`config.mk`:
```
export PLATFORM = sky130hd
export DESIGN_NAME = lcd_ticks_sequencer
export DESIGN_NICKNAME = d
export VERILOG_FILES = /design/src/rtl/lcd_pkg.sv /design/src/rtl/lcd_ms_strobe.sv /design/src/rtl/lcd_ticks_sequencer.sv
export SDC_FILE = /design/constraint.sdc
export NUM_CORES = 1
export LEC_CHECK = 0
export ABC_AREA = 0
export BUFFER_PORTS_ARGS = -buffer_cell sky130_fd_sc_hd__buf_2
export CORE_MARGIN = 2
export CORE_UTILIZATION = 59
export CTS_BUF_LIST = sky130_fd_sc_hd__clkbuf_8
export CTS_CLUSTER_DIAMETER = 200
export DETAILED_ROUTE_END_ITERATION = 10
export PLACE_DENSITY = 0.83
export SLEW_MARGIN = 25
export SYNTH_ARGS = -nofsm -noshare
export SYNTH_HDL_FRONTEND = slang
export SYNTH_HIERARCHICAL = 1
export SYNTH_SLANG_ARGS = --single-unit
```
`constraint.sdc`:
```
create_clock -name clk -period 3.45 [get_ports clk]
set_clock_uncertainty 0.15 [all_clocks]
set_input_delay 0 -clock clk [delete_from_list [all_inputs] [get_ports clk]]
set_output_delay 0 -clock clk [all_outputs]
set_load 0.01 [all_outputs]
```
`src/rtl/lcd_pkg.sv`:
```
// Shared definitions for the LCD tick-driven sequencer and its tick source.
// Contents: FSM state encoding, HD44780 opcodes, init ROM contents and
// length, and the tick saturation value/width shared with the tick generator.
package lcd_pkg;

  localparam int LCD_TICK_W    = 17;
  localparam int LCD_MAX_TICKS = 96000;
  localparam int INIT_LEN      = 4;

  localparam logic [7:0] LCD_CLEAR     = 8'h01;
  localparam logic [7:0] LCD_HOME      = 8'h02;
  localparam logic [7:0] LCD_ENTRY     = 8'h06;
  localparam logic [7:0] LCD_DISP_ON   = 8'h0C;
  localparam logic [7:0] LCD_FUNC_8B2L = 8'h38;

  typedef enum logic [2:0] {
    ST_POWERUP,
    ST_I_SETUP,
    ST_I_PULSE,
    ST_I_WAIT,
    ST_READY,
    ST_W_SETUP,
    ST_W_PULSE,
    ST_W_WAIT
  } lcd_state_e;

  // Init order: 8-bit/2-line, display on, clear, entry increment.
  function automatic logic [7:0] init_rom(input logic [1:0] idx);
    case (idx)
      2'd0:    return LCD_FUNC_8B2L;
      2'd1:    return LCD_DISP_ON;
      2'd2:    return LCD_CLEAR;
      default: return LCD_ENTRY;
    endcase
  endfunction

endpackage

```
`src/rtl/lcd_ms_strobe.sv`:
```
// Turns the free-running ms tick count into per-cycle events.
// Ports:
//   clk, rst_n  - system clock, synchronous active-low reset
//   ticks       - ms count from the tick generator
//   ms_stb      - one cycle high whenever the count advanced (any jump size)
//   restart     - count went backwards, i.e. the tick source was stopped
//   sat         - count sits at its saturation value
module lcd_ms_strobe #(
  parameter int TICK_W    = 17,
  parameter int MAX_TICKS = 96000
) (
  input  logic              clk,
  input  logic              rst_n,
  input  logic [TICK_W-1:0] ticks,
  output logic              ms_stb,
  output logic              restart,
  output logic              sat
);

  logic [TICK_W-1:0] ticks_q;

  always_ff @(posedge clk) begin
    if (!rst_n) ticks_q <= '0;
    else        ticks_q <= ticks;
  end

  assign ms_stb  = (ticks > ticks_q);
  assign restart = (ticks < ticks_q);
  assign sat     = (ticks == TICK_W'(MAX_TICKS));

endmodule

```
`src/rtl/lcd_ticks_sequencer.sv`:
```
// HD44780 8-bit interface sequencer timed from the ms tick count.
// Runs power-up wait and the 4-byte init sequence, then accepts writes.
// Ports:
//   clk, rst_n                  - system clock, synchronous active-low reset
//   ticks                       - ms count (returns to 0 when the source stops)
//   cmd_valid/cmd_ready         - upstream write handshake
//   cmd_rs, cmd_data            - register select and byte for the write
//   lcd_rs, lcd_rw, lcd_e,
//   lcd_data                    - LCD pins (lcd_rw is always write)
//   init_done                   - init finished, cleared by restart/reset
//   busy                        - low only while waiting for a write
//
// state      | meaning
// POWERUP    | wait POWERUP_MS strobes after start/restart
// I_SETUP    | init byte on bus, E low (address setup)
// I_PULSE    | E high for E_PULSE_CYC cycles
// I_WAIT     | wait CMD_MS strobes, then next init byte or READY
// READY      | accept a write from upstream
// W_SETUP    | user byte on bus, E low
// W_PULSE    | E high for E_PULSE_CYC cycles
// W_WAIT     | wait CMD_MS strobes, then READY
module lcd_ticks_sequencer
  import lcd_pkg::*;
#(
  parameter int E_PULSE_CYC = 12,
  parameter int POWERUP_MS  = 41,
  parameter int CMD_MS      = 3,
  parameter int MAX_TICKS   = LCD_MAX_TICKS,
  parameter int TICK_W      = LCD_TICK_W
) (
  input  logic              clk,
  input  logic              rst_n,
  input  logic [TICK_W-1:0] ticks,
  input  logic              cmd_valid,
  output logic              cmd_ready,
  input  logic              cmd_rs,
  input  logic [7:0]        cmd_data,
  output logic              lcd_rs,
  output logic              lcd_rw,
  output logic              lcd_e,
  output logic [7:0]        lcd_data,
  output logic              init_done,
  output logic              busy
);

  localparam int WAIT_MAX = (POWERUP_MS > CMD_MS) ? POWERUP_MS : CMD_MS;
  localparam int WAIT_W   = $clog2(WAIT_MAX + 1);
  localparam int PULSE_W  = $clog2(E_PULSE_CYC + 1);

  logic ms_stb, restart, sat;

  lcd_ms_strobe #(
    .TICK_W   (TICK_W),
    .MAX_TICKS(MAX_TICKS)
  ) u_ms_strobe (
    .clk    (clk),
    .rst_n  (rst_n),
    .ticks  (ticks),
    .ms_stb (ms_stb),
    .restart(restart),
    .sat    (sat)
  );

  lcd_state_e         state_q;
  logic [WAIT_W-1:0]  wait_cnt_q;
  logic [PULSE_W-1:0] pulse_cnt_q;
  logic [1:0]         idx_q;
  logic               lcd_rs_q, lcd_e_q, cmd_ready_q, init_done_q, busy_q;
  logic [7:0]         lcd_data_q;

  // A saturated tick source never strobes again, so saturation ends any wait.
  logic pwr_done, cmd_done;
  assign pwr_done = sat || (ms_stb && (wait_cnt_q == WAIT_W'(POWERUP_MS - 1)));
  assign cmd_done = sat || (ms_stb && (wait_cnt_q == WAIT_W'(CMD_MS - 1)));

  always_ff @(posedge clk) begin
    if (!rst_n) begin
      state_q     <= ST_POWERUP;
      wait_cnt_q  <= '0;
      pulse_cnt_q <= '0;
      idx_q       <= '0;
      lcd_rs_q    <= 1'b0;
      lcd_e_q     <= 1'b0;
      lcd_data_q  <= '0;
      cmd_ready_q <= 1'b0;
      init_done_q <= 1'b0;
      busy_q      <= 1'b1;
    end else if (restart) begin
      // Tick source stopped: abandon whatever is in flight, even mid-pulse.
      state_q     <= ST_POWERUP;
      wait_cnt_q  <= '0;
      pulse_cnt_q <= '0;
      idx_q       <= '0;
      lcd_e_q     <= 1'b0;
      cmd_ready_q <= 1'b0;
      init_done_q <= 1'b0;
      busy_q      <= 1'b1;
    end else begin
      case (state_q)
        ST_POWERUP: begin
          if (pwr_done) begin
            wait_cnt_q <= '0;
            lcd_data_q <= init_rom(idx_q);
            lcd_rs_q   <= 1'b0;
            state_q    <= ST_I_SETUP;
          end else if (ms_stb) begin
            wait_cnt_q <= wait_cnt_q + 1'b1;
          end
        end
        ST_I_SETUP, ST_W_SETUP: begin
          lcd_e_q     <= 1'b1;
          pulse_cnt_q <= PULSE_W'(E_PULSE_CYC - 1);
          state_q     <= (state_q == ST_I_SETUP) ? ST_I_PULSE : ST_W_PULSE;
        end
        ST_I_PULSE, ST_W_PULSE: begin
          if (pulse_cnt_q == '0) begin
            lcd_e_q    <= 1'b0;
            wait_cnt_q <= '0;
            state_q    <= (state_q == ST_I_PULSE) ? ST_I_WAIT : ST_W_WAIT;
          end else begin
            pulse_cnt_q <= pulse_cnt_q - 1'b1;
          end
        end
        ST_I_WAIT: begin
          if (cmd_done) begin
            wait_cnt_q <= '0;
            if (idx_q == 2'(INIT_LEN - 1)) begin
              init_done_q <= 1'b1;
              cmd_ready_q <= 1'b1;
              busy_q      <= 1'b0;
              state_q     <= ST_READY;
            end else begin
              idx_q      <= idx_q + 2'd1;
              lcd_data_q <= init_rom(idx_q + 2'd1);
              state_q    <= ST_I_SETUP;
            end
          end else if (ms_stb) begin
            wait_cnt_q <= wait_cnt_q + 1'b1;
          end
        end
        ST_READY: begin
          if (cmd_valid && cmd_ready_q) begin
            lcd_rs_q    <= cmd_rs;
            lcd_data_q  <= cmd_data;
            cmd_ready_q <= 1'b0;
            busy_q      <= 1'b1;
            state_q     <= ST_W_SETUP;
          end
        end
        ST_W_WAIT: begin
          if (cmd_done) begin
            wait_cnt_q  <= '0;
            cmd_ready_q <= 1'b1;
            busy_q      <= 1'b0;
            state_q     <= ST_READY;
          end else if (ms_stb) begin
            wait_cnt_q <= wait_cnt_q + 1'b1;
          end
        end
        default: state_q <= ST_POWERUP;
      endcase
    end
  end

  assign lcd_rs    = lcd_rs_q;
  assign lcd_rw    = 1'b0;
  assign lcd_e     = lcd_e_q;
  assign lcd_data  = lcd_data_q;
  assign cmd_ready = cmd_ready_q;
  assign init_done = init_done_q;
  assign busy      = busy_q;

endmodule

```
==> After elaboration in Yosys (flattened, before gate mapping) <==
Cells that the tools add are included.
{ "totals": {"reg_bits": 45, "latch_bits": 0, "ram_bits": 0, "romBits": 0, "inputBits": 29, "word_cells": 107, "n_memories": 0} }
{ "op_classes": {"addsub": 3, "mul": 0, "n_div": 0, "n_lt_le_gt_ge": 2, "n_eq_ne": 23, "shifts": 0, "mux": 38, "n_bitwise": 3, "reduce_logical": 27} }
{ "op_table": {"columns": ["cell", "count"], "rows": [
  ["6-bit case mux with 3 select lines", 3],
  ["8-bit 2-to-1 mux", 4],
  ["3-bit 2-to-1 mux", 8],
  ["6-bit 2-to-1 mux", 4],
  ["8-bit case mux with 3 select lines", 1],
  ["3-bit case mux with 6 select lines", 1],
  ["17-bit == test, second input constant", 1],
  ["17-bit > comparator", 1],
  ["17-bit < comparator", 1],
  ["2-bit inequality test, second input constant", 8],
  ["3-bit == test, second input constant", 4],
  ["1-bit 2-to-1 mux", 11],
  ["5-bit AND reduction", 2],
  ["3-bit nonzero test", 3],
  ["4-bit case mux with 2 select lines", 1],
  ["2-bit OR reduction", 4],
  ["6-bit by 1-bit adder with 6-bit output, second input constant", 1],
  ["2-bit == test, second input constant", 3],
  ["3-bit by 2-bit == test with 1-bit output, second input constant", 2],
  ["6-bit by 2-bit == test with 1-bit output, second input constant", 1],
  ["6-bit == test, second input constant", 1],
  ["1-bit case mux with 3 select lines", 2],
  ["2-bit AND reduction", 3],
  ["3-bit AND reduction", 2],
  ["other kinds (15)", 24]
]} }

==> Depth between registers and ports, before layout <==
{ "depth": {"word_depth": 6, "mapped_depth": 14, "mapped_depth_nobuf": 12} }

==> Cells and area by module <==
Netlist, hierarchy kept.
{ "by_module_without_submodules": {"columns": ["mod", "n_inst", "cells_each", "area_per_inst_um2", "seq_area_each_um2"], "rows": [
  ["lcd_ticks_sequencer", 1, 219, 1793.0, 560.5],
  ["lcd_ms_strobe", 1, 101, 928.4, 340.3]
]} }

==> Least setup slack after synthesis <==
No wires, ideal clock.
{ "synth_path": {"path_kind": "reg2reg", "from": "register u_ms_strobe.ticks_q[16]", "to": "register lcd_data_q[3] (netlist: lcd_data[3])", "setup_ns": 0.122, "arrival_time_ns": 2.826, "required_ns": 3.178, "setup_slack_ns": 0.352, "stages_incl_launch_ff": 12, "path_cell_list": "dfxtp_1 -> inv_1 -> ha_1 -> and4_1 -> nand4_1 -> o21bai_1 -> a21oi_1 -> or4b_4 -> o41ai_4 -> nor3b_4 -> nor2_1 -> o311a_1"} }
{ "synth_via": {"elab_chain_cells": 5, "elab_cells_between_ends": 10, "classes_between": "order compare (2); eq/ne (2); bitwise (1); reduce/logical (5)"} }
{ "synth_lines": {"columns": ["item", "line", "text"], "rows": [
  ["start: declaration", "lcd_ms_strobe.sv:20", "logic [TICK_W-1:0] ticks_q;"],
  ["start signal: assignment", "lcd_ms_strobe.sv:24", "else ticks_q <= ticks;"],
  ["17-bit > comparator *", "lcd_ms_strobe.sv:27", "assign ms_stb = (ticks > ticks_q);"],
  ["via ms_stb", "lcd_ticks_sequencer.sv:50", "logic ms_stb, restart, sat;"],
  ["1-bit logical AND, on equally long branches", "lcd_ticks_sequencer.sv:74, lcd_ticks_sequencer.sv:73", null],
  ["1-bit logical OR, on equally long branches", "lcd_ticks_sequencer.sv:74, lcd_ticks_sequencer.sv:73", null],
  ["2-bit inequality test (no source line)", null, null],
  ["6-bit AND reduction (no source line) *", null, null],
  ["end signal: assignment", "lcd_ticks_sequencer.sv:103", "lcd_data_q <= init_rom(idx_q);"],
  ["end signal: assignment", "lcd_ticks_sequencer.sv:134", "lcd_data_q <= init_rom(idx_q + 2'd1);"],
  ["end signal: assignment", "lcd_ticks_sequencer.sv:144", "lcd_data_q <= cmd_data;"],
  ["end: declaration", "lcd_ticks_sequencer.sv:69", "logic [7:0] lcd_data_q;"]
]} }
Mark *: on every way through the listed nets, which the timed path passes. The rest lies on a longest branch.
A chain may end at the register's enable or synchronous reset.

==> Final worst setup path <==
{ "layout_path": {"from": "input ticks[16]", "to": "register lcd_data_q[1] (netlist: lcd_data[1])"} }
{ "layout_via": {"elab_chain_cells": 5, "elab_cells_between_ends": 11, "classes_between": "order compare (2); eq/ne (3); bitwise (1); reduce/logical (5)"} }
{ "layout_lines": {"columns": ["item", "line", "text"], "rows": [
  ["start: declaration", "lcd_ticks_sequencer.sv:33", "input logic [TICK_W-1:0] ticks,"],
  ["17-bit > comparator *", "lcd_ms_strobe.sv:27", null],
  ["via ms_stb", "lcd_ticks_sequencer.sv:50", null],
  ["1-bit logical AND, on equally long branches", "lcd_ticks_sequencer.sv:74, lcd_ticks_sequencer.sv:73", null],
  ["1-bit logical OR, on equally long branches", "lcd_ticks_sequencer.sv:74, lcd_ticks_sequencer.sv:73", null],
  ["2-bit inequality test (no source line)", null, null],
  ["6-bit AND reduction (no source line) *", null, null]
]} }
Marked as above.

==> flow_summary.toml <==
[run_status]
status = "finished clean"

[final_layout]
n_antenna_cell = 0
drive_above_1_share_pct = 16.8
nFillCells = 298
final_nets = 438
final_util_pct = 75.4
areaGrowthSynthToFinish_pct = 21.4

[hold_path]
holdCritPathClass = "primary input to flip-flop"

[yosys]
synth_top_area_share_pct = 33.1
synth.distinct_cells = 56
synth_top_cell_by_area = "dfxtp_1"
synthTopCellsByArea = "dfxtp_1 33%, ha_1 13%, and2_1 4.8%"
ys.flop_type = "dfxtp_1"
async_reset_ff_share_pct = 0
ys_seq_elements = 45
synth_enable_flop_cells = 0
synthCells = 320
syn_nets = 377
ys_warn_count = 6
syn_area_sq_mm = 0.00272
syn-mean-instance-area_sq_um = 8.50
yosysSeqAreaShare_pct = 33.1

[sta]
finalWorstSetupSlack_ns = 0.212
max-slew-margin-rel_pct = 39.2
min_period_ns = 3.24
tightestPinTransition_ns = 0.897
setup_violations = 0
drv_slew = 0
period_share_pct = 93.9
hold_viol = 0
fin_hold_ws_ns = 0.0771
max_freq_mhz = 309
setup-tns-final_ns = 0

[grt]
grtUsageTotal_pct = 27.0
antenna_found_initial = 0
grt_first_pass_wirelength_um = 11000
gr-total-overflow = 0
grt_max_degree = 29
grt_pass1_vias = 2473

[setup_path]
worst-path-max-fanout = 12
endpoint_kind = "flip-flop"
worstPathArrival_ns = 3.29
worstSetupPathType = "primary input to flip-flop"
critical_path_required_ns = 3.50
startpoint_type = "primary input"

[detailed_routing]
route.detailed.drc = 0
ant_nets = 0
viasPerCell = 5.84
drt_iter0_markers = 125
first_pass_iters = 4
vias = 2533
wl_per_cell_um = 14.9
routed_wirelength_um = 6480

[clocking]
cts_buffer_depth = 2
post_cts_buffers = 0
clock_latency_ns = 0.31
cts_buffers = 5
h-tree-depth = 2
clock_sinks = 45
cts_tree = "yes"
cts_root_buffer = "clkbuf_8"
clkTransAtPathRegs_ns = 0.09

[floorplan]
die_x_um = 71.9
rows = 24
die_height_um = 71.9
initial_core_util_pct = 62.1
die_area_sq_mm = 0.00517
coreArea_sq_mm = 0.00438
num_io_pins = 43

[placement]
dp_slack_ns = 0.162
gp_congestion = 0.846
io_buffers = 41
hpwl_um = 4330

[pwr]
finalPower_mw = 1.16
power_density_mw_per_mm2 = 351
cellLeakagePower_nw = 1.41
peakVddDrop_mv = 0.287

[job]
drv_cap = 0
[metal layers]
metal  track usage [%]  part of all wire, %
met3              6.81                  5.6
met2              45.7                   48
met4              9.85                  2.1
met5                 0                    0
met1              33.4                   44
[flip-flops by register name, indices dropped and copies added (netlist names)]
signal and cells:
cmd_ready 1, idx_q 2, lcd_data 8, lcd_e 1, busy 1, wait_cnt_q 6, init_done 1, state_q 3
lcd_rs 1, u_ms_strobe/ticks_q 17, pulse_cnt_q 4
[cell usage after synthesis, types with 6 or more instances]
master and n:
o311a_1 6, dfxtp_1 45, xnor2_1 6, a21oi_1 15
nor2_1 26, and2_1 21, o21ai_0 13, ha_1 28
nor3_1 6, clkbuf_1 7, inv_1 28, nand2_1 26
nand3_1 11
[metrics by stage]
| stage | std cells | instance area (sq um) |
|---|---|---|
| final | 434 | 3300 |
| after global routing | 434 | 3300 |
| after CTS | 434 | 3300 |
| after detailed placement | 402 | 2920 |
| after global placement | 402 | 2920 |
| after floorplan | 320 | 2720 |
[placed cells by master (no fill, tap or decap), drive strengths merged, types with 5 or more instances in the layout]
| cell | count |
|---|---|
| nand2b | 5 |
| o311a | 6 |
| buf | 45 |
| nand3 | 11 |
| nor3 | 6 |
| a21oi | 15 |
| nand4 | 5 |
| nor2 | 26 |
| xnor2 | 6 |
| dlygate4sd3 | 24 |
| nand2 | 26 |
| o21ai | 14 |
| and2 | 21 |
| ha | 28 |
| dfxtp | 45 |
| inv | 28 |
| clkbuf | 5 |
[final timing paths]
kind,from,to,slack [ns],depth (start not counted)
worst min register to register,lcd_data[7]$_SDFFE_PN0P_,lcd_data[7]$_SDFFE_PN0P_,0.32,2
worst max-delay path,ticks[16],lcd_data[1]$_SDFFE_PN0P_,0.21,13
worst min-delay path,cmd_data[1],lcd_data[1]$_SDFFE_PN0P_,0.08,5
worst max register to register,u_ms_strobe/ticks_q[15]$_SDFF_PN0_,lcd_data[1]$_SDFFE_PN0P_,0.21,12
[what timing repair did]
item	in CTS	in global routing
gates resized for setup	0	3
setup endpoints to repair	0	10
endpoints found under the hold margin	29	0
hold buffers	24	0
[worst max-delay path, cell delays in order]
cell,delay [ns]
dlygate4sd3_1,0.53
buf_2,0.14
ha_1,0.32
and4_1,0.26
nand4_1,0.16
o21bai_1,0.22
a21oi_2,0.17
or4b_4,0.49
o41ai_4,0.25
nor3b_4,0.26
buf_4,0.21
o221ai_1,0.13
o311a_1,0.14
[where the power goes]
part | switching [mW] | internal, mW
Clock | 0.186 | 0.288
Combinational | 0.0750 | 0.0733
Sequential | 0.00524 | 0.532
[layout make-up]
class	count	area, sq um	area share, %
Inverter	28	105	3.18
Clock buffer	5	68.8	2.08
Clock inverter	3	65.1	1.97
Tap cell	52	65.1	1.97
Timing Repair Buffer	69	475	14.4
Sequential cell	45	901	27.3
Multi-Input combinational cell	232	1620	49.1
[kinds of logic (layout without fill, tap and decap cells)]
family / count (synthesis) / in the layout / synth area share [%]
xor gates and xnor gates: 6 / 6 / 1.93
AOI/OAI and AO/OA: 71 / 71 / 19.2
other: 1 / 1 / 0.138
buffers and inverters: 43 / 105 / 7.49
DFF: 45 / 45 / 33.1
and+or+nand+nor: 123 / 123 / 24.2
muxes: 3 / 3 / 1.10
adders and majority gates: 28 / 28 / 12.9
(Power assumes the default switching activity.)
